[config.mk]
export PLATFORM = sky130hd
export DESIGN_NAME = pipe_sequencer_flat
export DESIGN_NICKNAME = d
export VERILOG_FILES = /design/src/rtl/pipe_sequencer_if.sv /design/src/rtl/pipe_sequencer.sv /design/src/flat_wrapper.sv
export SDC_FILE = /design/constraint.sdc
export NUM_CORES = 1
export LEC_CHECK = 0
export ABC_AREA = 1
export CAP_MARGIN = 20
export CORE_UTILIZATION = 53
export CTS_CLUSTER_SIZE = 20
export DETAILED_ROUTE_END_ITERATION = 6
export GPL_TIMING_DRIVEN = 0
export PLACE_DENSITY = 0.9
export REMOVE_ABC_BUFFERS = 1
export SLEW_MARGIN = 40
export SYNTH_ARGS = -nofsm -noshare
export SYNTH_HDL_FRONTEND = slang
export SYNTH_SLANG_ARGS = --single-unit
[constraint.sdc]
create_clock -name i_clk -period 4.1 [get_ports i_clk]
set_clock_uncertainty 0.05 [all_clocks]
set_input_delay 1.23 -clock i_clk [delete_from_list [all_inputs] [get_ports i_clk]]
set_output_delay 1.23 -clock i_clk [all_outputs]
set_load 0.03 [all_outputs]
[src/rtl/pipe_sequencer_if.sv]
// Decoder <-> sequencer bundle: decoded instruction in, issue/hazard/PC-select controls out.
// Handshake: the decoder holds dec_* stable while dec_valid=1; the instruction is consumed
// on a cycle with issue=1 and must be held unchanged while stall=1.
interface pipe_sequencer_if;
   logic        dec_valid;
   logic [4:0]  dec_op;
   logic [3:0]  dec_rd;
   logic [3:0]  dec_rs;
   logic [3:0]  dec_rt;
   logic [3:0]  dec_rdsrc;
   logic        dec_use_s;
   logic        dec_use_t;
   logic        dec_use_d;
   logic [15:0] dec_pc;
   logic        br_false;
   logic        issue;
   logic        stall;
   logic        flush;
   logic [1:0]  pc_sel;
   logic [15:0] ret_addr;
   logic [1:0]  fwd_s;
   logic [1:0]  fwd_t;
   logic [1:0]  fwd_d;
   logic        halt;
   logic        cs_ovf;
   logic [1:0]  dbg_state;

   modport master (
      output dec_valid, dec_op, dec_rd, dec_rs, dec_rt, dec_rdsrc,
             dec_use_s, dec_use_t, dec_use_d, dec_pc, br_false,
      input  issue, stall, flush, pc_sel, ret_addr, fwd_s, fwd_t, fwd_d,
             halt, cs_ovf, dbg_state
   );

   modport slave (
      input  dec_valid, dec_op, dec_rd, dec_rs, dec_rt, dec_rdsrc,
             dec_use_s, dec_use_t, dec_use_d, dec_pc, br_false,
      output issue, stall, flush, pc_sel, ret_addr, fwd_s, fwd_t, fwd_d,
             halt, cs_ovf, dbg_state
   );
endinterface

[src/rtl/pipe_sequencer.sv]
// Issue/hazard controller: scoreboard, forwarding selects, call stack, trap drain FSM.
// Optional feature macro: PIPE_FWD_EN (operand forwarding; without it every hazard stalls).
module pipe_sequencer #(
   parameter int DEPTH = 4
) (
   input logic              i_clk,
   input logic              i_reset,
   pipe_sequencer_if.slave  bus_if
);
   localparam int PW = $clog2(DEPTH);
   localparam int CW = PW + 1;

   localparam logic [4:0] OP_LOAD  = 5'h08;
   localparam logic [4:0] OP_JUMP  = 5'h10;
   localparam logic [4:0] OP_JUMPF = 5'h11;
   localparam logic [4:0] OP_CALL  = 5'h12;
   localparam logic [4:0] OP_RET   = 5'h13;
   localparam logic [4:0] OP_TRAP  = 5'h14;

   typedef enum logic [1:0] {
      ST_RUN   = 2'd0,
      ST_DRAIN = 2'd1,
      ST_HALT  = 2'd2
   } state_t;

   state_t r_state;
   state_t w_next;

   // Scoreboard: X = stage 2, M = writeback pending. M never needs is_load.
   logic       r_x_v;
   logic [3:0] r_x_rd;
   logic       r_m_v;
   logic [3:0] r_m_rd;

   logic [15:0]   r_stack [DEPTH];
   logic [PW-1:0] r_sp;
   logic [CW-1:0] r_cnt;
   logic          r_ovf;

   logic        w_issue;
   logic        w_stall;
   logic        w_flush;
   logic [1:0]  w_pc_sel;
   logic        w_push;
   logic        w_pop;
   logic        w_hz_stall;
   logic [1:0]  w_fwd_s;
   logic [1:0]  w_fwd_t;
   logic [1:0]  w_fwd_d;
   logic [PW-1:0] w_sp_inc;

   function automatic logic f_hit(input logic use_src, input logic [3:0] src,
                                  input logic slot_v, input logic [3:0] slot_rd);
      return use_src && (src != 4'd0) && slot_v && (slot_rd == src);
   endfunction

   logic w_hx_s, w_hx_t, w_hx_d, w_hm_s, w_hm_t, w_hm_d;
   assign w_hx_s = f_hit(bus_if.dec_use_s, bus_if.dec_rs,    r_x_v, r_x_rd);
   assign w_hx_t = f_hit(bus_if.dec_use_t, bus_if.dec_rt,    r_x_v, r_x_rd);
   assign w_hx_d = f_hit(bus_if.dec_use_d, bus_if.dec_rdsrc, r_x_v, r_x_rd);
   assign w_hm_s = f_hit(bus_if.dec_use_s, bus_if.dec_rs,    r_m_v, r_m_rd);
   assign w_hm_t = f_hit(bus_if.dec_use_t, bus_if.dec_rt,    r_m_v, r_m_rd);
   assign w_hm_d = f_hit(bus_if.dec_use_d, bus_if.dec_rdsrc, r_m_v, r_m_rd);

`ifdef PIPE_FWD_EN
   // Only a load result is unavailable from X; one stall moves it into M.
   logic r_x_ld;
   always_ff @(posedge i_clk or negedge i_reset) begin
      if (!i_reset) r_x_ld <= 1'b0;
      else          r_x_ld <= w_issue && (bus_if.dec_op == OP_LOAD);
   end
   assign w_hz_stall = r_x_ld && (w_hx_s || w_hx_t || w_hx_d);
   assign w_fwd_s = !w_issue ? 2'd0 : w_hx_s ? 2'd1 : w_hm_s ? 2'd2 : 2'd0;
   assign w_fwd_t = !w_issue ? 2'd0 : w_hx_t ? 2'd1 : w_hm_t ? 2'd2 : 2'd0;
   assign w_fwd_d = !w_issue ? 2'd0 : w_hx_d ? 2'd1 : w_hm_d ? 2'd2 : 2'd0;
`else
   assign w_hz_stall = w_hx_s || w_hx_t || w_hx_d || w_hm_s || w_hm_t || w_hm_d;
   assign w_fwd_s = 2'd0;
   assign w_fwd_t = 2'd0;
   assign w_fwd_d = 2'd0;
`endif

   always_comb begin
      w_next   = r_state;
      w_stall  = 1'b0;
      w_issue  = 1'b0;
      w_flush  = 1'b0;
      w_pc_sel = 2'd0;
      w_push   = 1'b0;
      w_pop    = 1'b0;
      case (r_state)
         ST_RUN: begin
            w_stall = bus_if.dec_valid && w_hz_stall;
            w_issue = bus_if.dec_valid && !w_stall;
            if (w_stall) begin
               w_pc_sel = 2'd3;
            end else if (w_issue) begin
               case (bus_if.dec_op)
                  OP_JUMP: begin
                     w_pc_sel = 2'd1;
                     w_flush  = 1'b1;
                  end
                  OP_JUMPF: begin
                     if (bus_if.br_false) begin
                        w_pc_sel = 2'd1;
                        w_flush  = 1'b1;
                     end
                  end
                  OP_CALL: begin
                     w_push   = 1'b1;
                     w_pc_sel = 2'd1;
                     w_flush  = 1'b1;
                  end
                  OP_RET: begin
                     w_pop    = 1'b1;
                     w_pc_sel = 2'd2;
                     w_flush  = 1'b1;
                  end
                  OP_TRAP: w_next = ST_DRAIN;
                  default: ;
               endcase
            end
         end
         ST_DRAIN: begin
            w_stall  = 1'b1;
            w_pc_sel = 2'd3;
            // M takes X at this edge and X takes a bubble, so an empty X means both drain now.
            if (!r_x_v) w_next = ST_HALT;
         end
         ST_HALT: begin
            w_stall  = 1'b1;
            w_pc_sel = 2'd3;
         end
         default: w_next = ST_RUN;
      endcase
   end

   always_ff @(posedge i_clk or negedge i_reset) begin
      if (!i_reset) begin
         r_state <= ST_RUN;
         r_x_v   <= 1'b0;
         r_x_rd  <= 4'd0;
         r_m_v   <= 1'b0;
         r_m_rd  <= 4'd0;
      end else begin
         r_state <= w_next;
         r_m_v   <= r_x_v;
         r_m_rd  <= r_x_rd;
         r_x_v   <= w_issue;
         r_x_rd  <= w_issue ? bus_if.dec_rd : 4'd0;
      end
   end

   assign w_sp_inc = r_sp + 1'b1;

   // Circular stack: a push when full overwrites the oldest slot.
   always_ff @(posedge i_clk or negedge i_reset) begin
      if (!i_reset) begin
         r_sp  <= '0;
         r_cnt <= '0;
         r_ovf <= 1'b0;
      end else if (w_push) begin
         r_sp <= w_sp_inc;
         if (r_cnt == CW'(DEPTH)) r_ovf <= 1'b1;
         else                     r_cnt <= r_cnt + 1'b1;
      end else if (w_pop && (r_cnt != '0)) begin
         r_sp  <= r_sp - 1'b1;
         r_cnt <= r_cnt - 1'b1;
      end
   end

   always_ff @(posedge i_clk) begin
      if (w_push) r_stack[w_sp_inc] <= bus_if.dec_pc + 16'd1;
   end

   assign bus_if.issue     = w_issue;
   assign bus_if.stall     = w_stall;
   assign bus_if.flush     = w_flush;
   assign bus_if.pc_sel    = w_pc_sel;
   assign bus_if.ret_addr  = (r_cnt != '0) ? r_stack[r_sp] : 16'h0000;
   assign bus_if.fwd_s     = w_fwd_s;
   assign bus_if.fwd_t     = w_fwd_t;
   assign bus_if.fwd_d     = w_fwd_d;
   assign bus_if.halt      = (r_state == ST_HALT);
   assign bus_if.cs_ovf    = r_ovf;
   assign bus_if.dbg_state = r_state;
endmodule

[src/flat_wrapper.sv]
// flat-port wrapper written by rule: the top's interface ports become plain ports
module pipe_sequencer_flat 
#(
   parameter int DEPTH = 4
)
  (i_clk, i_reset, bus_if_dec_valid, bus_if_dec_op, bus_if_dec_rd, bus_if_dec_rs, bus_if_dec_rt, bus_if_dec_rdsrc, bus_if_dec_use_s, bus_if_dec_use_t, bus_if_dec_use_d, bus_if_dec_pc, bus_if_br_false, bus_if_issue, bus_if_stall, bus_if_flush, bus_if_pc_sel, bus_if_ret_addr, bus_if_fwd_s, bus_if_fwd_t, bus_if_fwd_d, bus_if_halt, bus_if_cs_ovf, bus_if_dbg_state);
  pipe_sequencer_if bus_if_i ();
  input logic i_clk;
  input logic i_reset;
  input wire logic [$bits(bus_if_i.dec_valid)-1:0] bus_if_dec_valid;
  input wire logic [$bits(bus_if_i.dec_op)-1:0] bus_if_dec_op;
  input wire logic [$bits(bus_if_i.dec_rd)-1:0] bus_if_dec_rd;
  input wire logic [$bits(bus_if_i.dec_rs)-1:0] bus_if_dec_rs;
  input wire logic [$bits(bus_if_i.dec_rt)-1:0] bus_if_dec_rt;
  input wire logic [$bits(bus_if_i.dec_rdsrc)-1:0] bus_if_dec_rdsrc;
  input wire logic [$bits(bus_if_i.dec_use_s)-1:0] bus_if_dec_use_s;
  input wire logic [$bits(bus_if_i.dec_use_t)-1:0] bus_if_dec_use_t;
  input wire logic [$bits(bus_if_i.dec_use_d)-1:0] bus_if_dec_use_d;
  input wire logic [$bits(bus_if_i.dec_pc)-1:0] bus_if_dec_pc;
  input wire logic [$bits(bus_if_i.br_false)-1:0] bus_if_br_false;
  output wire logic [$bits(bus_if_i.issue)-1:0] bus_if_issue;
  output wire logic [$bits(bus_if_i.stall)-1:0] bus_if_stall;
  output wire logic [$bits(bus_if_i.flush)-1:0] bus_if_flush;
  output wire logic [$bits(bus_if_i.pc_sel)-1:0] bus_if_pc_sel;
  output wire logic [$bits(bus_if_i.ret_addr)-1:0] bus_if_ret_addr;
  output wire logic [$bits(bus_if_i.fwd_s)-1:0] bus_if_fwd_s;
  output wire logic [$bits(bus_if_i.fwd_t)-1:0] bus_if_fwd_t;
  output wire logic [$bits(bus_if_i.fwd_d)-1:0] bus_if_fwd_d;
  output wire logic [$bits(bus_if_i.halt)-1:0] bus_if_halt;
  output wire logic [$bits(bus_if_i.cs_ovf)-1:0] bus_if_cs_ovf;
  output wire logic [$bits(bus_if_i.dbg_state)-1:0] bus_if_dbg_state;
  assign bus_if_i.dec_valid = bus_if_dec_valid;
  assign bus_if_i.dec_op = bus_if_dec_op;
  assign bus_if_i.dec_rd = bus_if_dec_rd;
  assign bus_if_i.dec_rs = bus_if_dec_rs;
  assign bus_if_i.dec_rt = bus_if_dec_rt;
  assign bus_if_i.dec_rdsrc = bus_if_dec_rdsrc;
  assign bus_if_i.dec_use_s = bus_if_dec_use_s;
  assign bus_if_i.dec_use_t = bus_if_dec_use_t;
  assign bus_if_i.dec_use_d = bus_if_dec_use_d;
  assign bus_if_i.dec_pc = bus_if_dec_pc;
  assign bus_if_i.br_false = bus_if_br_false;
  assign bus_if_issue = bus_if_i.issue;
  assign bus_if_stall = bus_if_i.stall;
  assign bus_if_flush = bus_if_i.flush;
  assign bus_if_pc_sel = bus_if_i.pc_sel;
  assign bus_if_ret_addr = bus_if_i.ret_addr;
  assign bus_if_fwd_s = bus_if_i.fwd_s;
  assign bus_if_fwd_t = bus_if_i.fwd_t;
  assign bus_if_fwd_d = bus_if_i.fwd_d;
  assign bus_if_halt = bus_if_i.halt;
  assign bus_if_cs_ovf = bus_if_i.cs_ovf;
  assign bus_if_dbg_state = bus_if_i.dbg_state;
  pipe_sequencer #(.DEPTH(DEPTH)) u_core (.i_clk(i_clk), .i_reset(i_reset), .bus_if(bus_if_i));
endmodule
# == Word-level counts from Yosys, hierarchy flattened ==
# Memory sizes are Yosys's and may differ from the RTL's.
# Index checks and enable logic that the tools add are counted.
# word_totals
elab_cells,104
n_memories,1
reg_bits,18
out_inout_bits,31
ram_bits,64
# classes
n_reduce_logical,36
n_addsub,5
mux,34
n_bitwise,1
n_eq_ne,19
# memory_table
memory,depth,width,rd,rd_clocked_by_memory_dff,wr,line_no,rtl
u_core.r_stack,4,16,1,0,1,pipe_sequencer.sv:35,logic [15:0] r_stack [DEPTH];
# ops
op,count
"5-bit equality test, second input constant",5
4-bit equality test,6
1-bit logical AND,18
"16-bit by 1-bit adder with 16-bit output, second input constant",1
1-bit 2-to-1 mux,16
16-bit 2-to-1 mux,1
2-bit 2-to-1 mux,8
2-bit one-hot mux with 3 select lines,2
4-bit nonzero test,3
3-bit 2-to-1 mux,3
"2-bit inequality test, second input constant",4
1-bit logical OR,5
5-bit AND reduction,1
4-bit 2-to-1 mux,1
1-bit one-hot mux with 2 select lines,2
2-bit one-hot mux with 2 select lines,1
2-bit AND reduction,2
2-bit OR reduction,2
"3-bit by 1-bit adder with 3-bit output, second input constant",1
"3-bit equality test, second input constant",1
3-bit nonzero test,1
3-bit OR reduction,1
"3-bit by 1-bit subtractor with 3-bit output, second input constant",1
"2-bit by 1-bit adder with 2-bit output, second input constant",1
other kinds (8),8

# == Logic depth before layout (Yosys ltp) ==
# depth
ltp_word,18
ltp_mapped,17
ltp_nobuf,17

# == Worst setup path after synthesis ==
# No wires, ideal clock.
# synth_timing
kind,input to output
start,input port bus_if_dec_rs[0]
end,output port bus_if_flush
cell_stages,11
arrival_time_ns,2.716
path_buffers,0
t_required_ns,2.820
setup_slack_ns,0.104
cell_sequence,inv_1 -> nand2_1 -> nand2_1 -> nor2_1 -> nand3_1 -> nand2_1 -> nand2_1 -> nand2_2 -> nor2_8 -> nand2_2 -> a311oi_1
# synth_between
elab_chain_len,15
word_cells_on_any_way,19
classes_between,2 x eq/ne; 3 x mux; 14 x reduce/logical
# synth_rtl
element,line_no,rtl
from (decl),flat_wrapper.sv:13,input wire logic [$bits(bus_if_i.dec_rs)-1:0] bus_if_dec_rs;
4-bit nonzero test,pipe_sequencer.sv:54,return use_src && (src != 4'd0) && slot_v && (slot_rd == src);
1-bit logical AND (3 in series),pipe_sequencer.sv:54,
1-bit logical OR (2 in series),pipe_sequencer.sv:77,assign w_hz_stall = w_hx_s || w_hx_t || w_hx_d || w_hm_s || w_hm_t || w_hm_d;
1-bit logical OR * (3 in series),pipe_sequencer.sv:77,
1-bit logical AND *,pipe_sequencer.sv:93,w_stall = bus_if.dec_valid && w_hz_stall;
1-bit logical NOT,pipe_sequencer.sv:94,w_issue = bus_if.dec_valid && !w_stall;
1-bit logical AND,pipe_sequencer.sv:94,
1-bit 2-to-1 mux,pipe_sequencer.sv:97,end else if (w_issue) begin
1-bit 2-to-1 mux *,pipe_sequencer.sv:95,if (w_stall) begin
1-bit 2-to-1 mux *,pipe_sequencer.sv:91,case (r_state)
to (decl),flat_wrapper.sv:23,output wire logic [$bits(bus_if_i.flush)-1:0] bus_if_flush;
# Every way passes the cells marked *; elsewhere a longest branch is shown, timed or not.

# == Worst setup path in the final report ==
# layout_timing
start,input port bus_if_dec_use_s
end,output port bus_if_pc_sel[0]
# layout_between
elab_chain_len,14
word_cells_on_any_way,16
classes_between,3 x mux; 13 x reduce/logical
# layout_rtl
element,line_no,rtl
from (decl),flat_wrapper.sv:16,input wire logic [$bits(bus_if_i.dec_use_s)-1:0] bus_if_dec_use_s;
1-bit logical AND *,pipe_sequencer.sv:54,
1-bit logical AND (2 in series),pipe_sequencer.sv:54,
1-bit logical OR (2 in series),pipe_sequencer.sv:77,
1-bit logical OR * (3 in series),pipe_sequencer.sv:77,
1-bit logical AND *,pipe_sequencer.sv:93,
1-bit logical NOT,pipe_sequencer.sv:94,
1-bit logical AND,pipe_sequencer.sv:94,
2-bit 2-to-1 mux,pipe_sequencer.sv:97,
2-bit 2-to-1 mux *,pipe_sequencer.sv:95,
2-bit one-hot mux with 2 select lines *,pipe_sequencer.sv:91,
to (decl),flat_wrapper.sv:24,output wire logic [$bits(bus_if_i.pc_sel)-1:0] bus_if_pc_sel;
# Marked as above.

==> flow_summary.toml <==
[pwr]
p_per_area_mw_per_mm2 = 587
irDropWorstVdd_mv = 0.557
p_leak_nw = 2.18

[cells_and_area]
antenna_cells = 0
nets = 581
fin_cells = 633
drive_gt1_share_pct = 15.6
fin_util_pct = 68.1
ff_latch_area_mm2 = 0.00238
finalInstanceArea_mm2 = 0.00526
area_growth_pct = 24.5
fillers = 554
multi_input_area_mm2 = 0.00170

[yosys]
yosysSeqAreaShare_pct = 56.1
synth_edf_count = 64
yosys_warnings = 0
synthesis.area_per_instance_um2 = 9.35
syn_area_mm2 = 0.00423
synth_area_leaders = "edfxtp_1 45%, dfrtp_1 11%, nor2_1 8.3%"
yosysUniqueCellTypes = 40
yosys_most_used_dff = "edfxtp_1"
postSynthRegisterBits = 82
syn_inst = 452
async_reset_ff_share_pct = 22.0
netlist.area_leader.share_pct = 45.5
synth_area_leader_cell = "edfxtp_1"

[setup_path]
worstPathRequired_ns = 2.82
start_kind = "input pin"
cp_max_fo = 4
arrival_ns = 2.69
end_kind = "primary output"
setup.worst_path.class = "in -> out"

[placed_design]
place_congestion = 0.863
dp_hpwl_um = 6230
place_area_mm2 = 0.00501
io_buffers = 68
dp_cells = 612

[floorplanning]
rows = 32
start_util_pct = 54.7
die_h_um = 91.3
core_area_mm2 = 0.00773
die_area_mm2 = 0.00834
num_io_pins = 75
die_w_um = 91.3

[sta]
slew_viol_final = 0
maxSlewHeadroom_pct = 60.2
final_period_minus_worst_setup_slack_ns = 3.97
rsz0062_at_grt = "no"
hold_violations = 0
fmax_mhz = 252
finalSetupViolCount = 0
tightestPinTransition_ns = 0.592
fin_crit_sh_pct = 96.8

[clock_tree]
cts_tree = "yes"
clockBufferDepth = 2
cts_htree_levels = 3
cts_buffers = 9
clock_sinks = 82
postCtsHoldBufs = 0
clk_pin_slew_worst_paths_ns = 0.08
clk_latency_ns = 0.35
root_buffer = "clkbuf_8"

[global_routing]
grt_use_total_pct = 23.4
grt-ovfl-total = 0
antenna_found_initial = 0
grt_pass1_vias = 3235
grt_max_degree = 38
grt_pass1_wl_um = 15000

[outcome]
outcome = "finished, final reports clean"

[hold_path]
hp-class = "reg -> reg"

[route]
dr.pass1.iters = 4
route.detailed.drc = 0
wl_per_cell_um = 14.5
num_vias = 3317
ant_nets = 0
routed_wl_um = 9200
drtIter0Drc = 218
avgViaCountPerCell = 5.24

[flow_run]
cap_viol_max_count = 0
[final cells by class]
cell class                      instances  area share, %
Sequential cell                        82           45.2
Multi-Input combinational cell        309           32.3
Timing Repair inverter                  1          0.143
Timing Repair Buffer                   74           12.5
Clock inverter                          7           1.45
Tap cell                              102           2.43
Inverter                               49           3.64
Clock buffer                            9           2.35
[Yosys cell counts, types with 2 or more instances]
library cell and number:
a21boi_1 2, a21oi_1 18, buf_1 3, buf_4 6
clkbuf_1 7, dfrtp_1 18, edfxtp_1 64, ha_1 10
inv_1 37, inv_2 11, nand2_1 77, nand2_2 3
nand3_1 18, nand4_1 3, nor2_1 93, nor2_2 2
nor3_1 4, nor3b_2 2, o21ai_0 33, o21bai_1 2
xnor2_1 7, xor2_1 14
[metrics by stage]
step	hold WS [ns]	power, W	TNS [ns]	setup slack [ns]
after floorplan	0.345	0.00190	0	0.104
after global placement	0.387	0.00241	-12.18	-0.712
after detailed placement	0.398	0.00248	-3.46	-0.778
after CTS	0.422	0.00308	0	0.0321
after global routing	0.451	0.00326	0	0.00480
final	0.428	0.00309	0	0.130
[sequential cells by signal, summed over array words and instances (netlist names)]
name and count:
u_core.bus_if.cs_ovf 1, u_core.bus_if.dbg_state 2, u_core.r_cnt 3, u_core.r_m_rd 4, u_core.r_m_v 1, u_core.r_sp 2, u_core.r_stack 64, u_core.r_x_rd 4
u_core.r_x_v 1
[timing repair]
action,4_1_cts,5_1_grt
pin swaps,3,8
cloned,1,0
setup endpoints to repair,21,17
resized for setup,50,34
setup buffers,3,1
[cells in the final DEF, fill, tap and decap left out, types with 10 or more instances in the layout]
master	instances
nand2_1	77
edfxtp_1	64
o21ai_0	33
dfrtp_1	16
nor2_1	85
nand3_1	15
inv_2	10
ha_1	10
inv_1	36
clkdlybuf4s50_1	48
a21oi_1	17
xor2_1	14
clkbuf_2	11
[power by group]
part	internal [W]	switching [W]
sequential	0.000955	0.000143
combinational	0.000536	0.000866
clock	0.000286	0.000301
total	0.00178	0.00131
[metal layers]
metal  track usage, %  vias up  part of all wire (%)
met3             5.36       12                   7.1
li1                 -     1624                     -
met1             28.3     1540                    40
met2             41.4      141                    52
met4             7.80        0                  0.98
met5                0        -                     0
[worst max-delay path: stages]
cell and delay, ns:
clkdlybuf4s50_1 0.48, a21boi_0 0.17, nand2_1 0.08, nand2_2 0.11, nor2_8 0.05, o21bai_1 0.16
nand2_1 0.12, o21ai_1 0.10, buf_4 0.18
[worst paths after layout]
path,from,to,slack [ns],cells after the start
max,bus_if_dec_use_s,bus_if_pc_sel[0],0.13,9
min,u_core.r_x_v,u_core.r_m_v,0.43,0
max reg2reg,u_core.r_x_rd[2],u_core.r_cnt[2],1.67,18
min reg2reg,u_core.r_x_v,u_core.r_m_v,0.43,0
max in group asynchronous,i_reset,u_core.r_sp[0],2.94,1
min in group asynchronous,i_reset,u_core.bus_if.dbg_state[1],0.74,1
[kinds of logic (layout without fill, tap and decap cells)]
group,after synthesis,after routing,synth area share [%]
adder cells (fa/ha/maj),11,11,3.43
AND/OR/NAND/NOR,208,208,21.3
flip-flops,82,82,56.1
XOR/XNOR,21,21,4.35
buffers and inverters,66,140,6.42
AO/OA/AOI/OAI,63,63,8.32
other,1,6,0.0887
(Power assumes the default switching activity.)
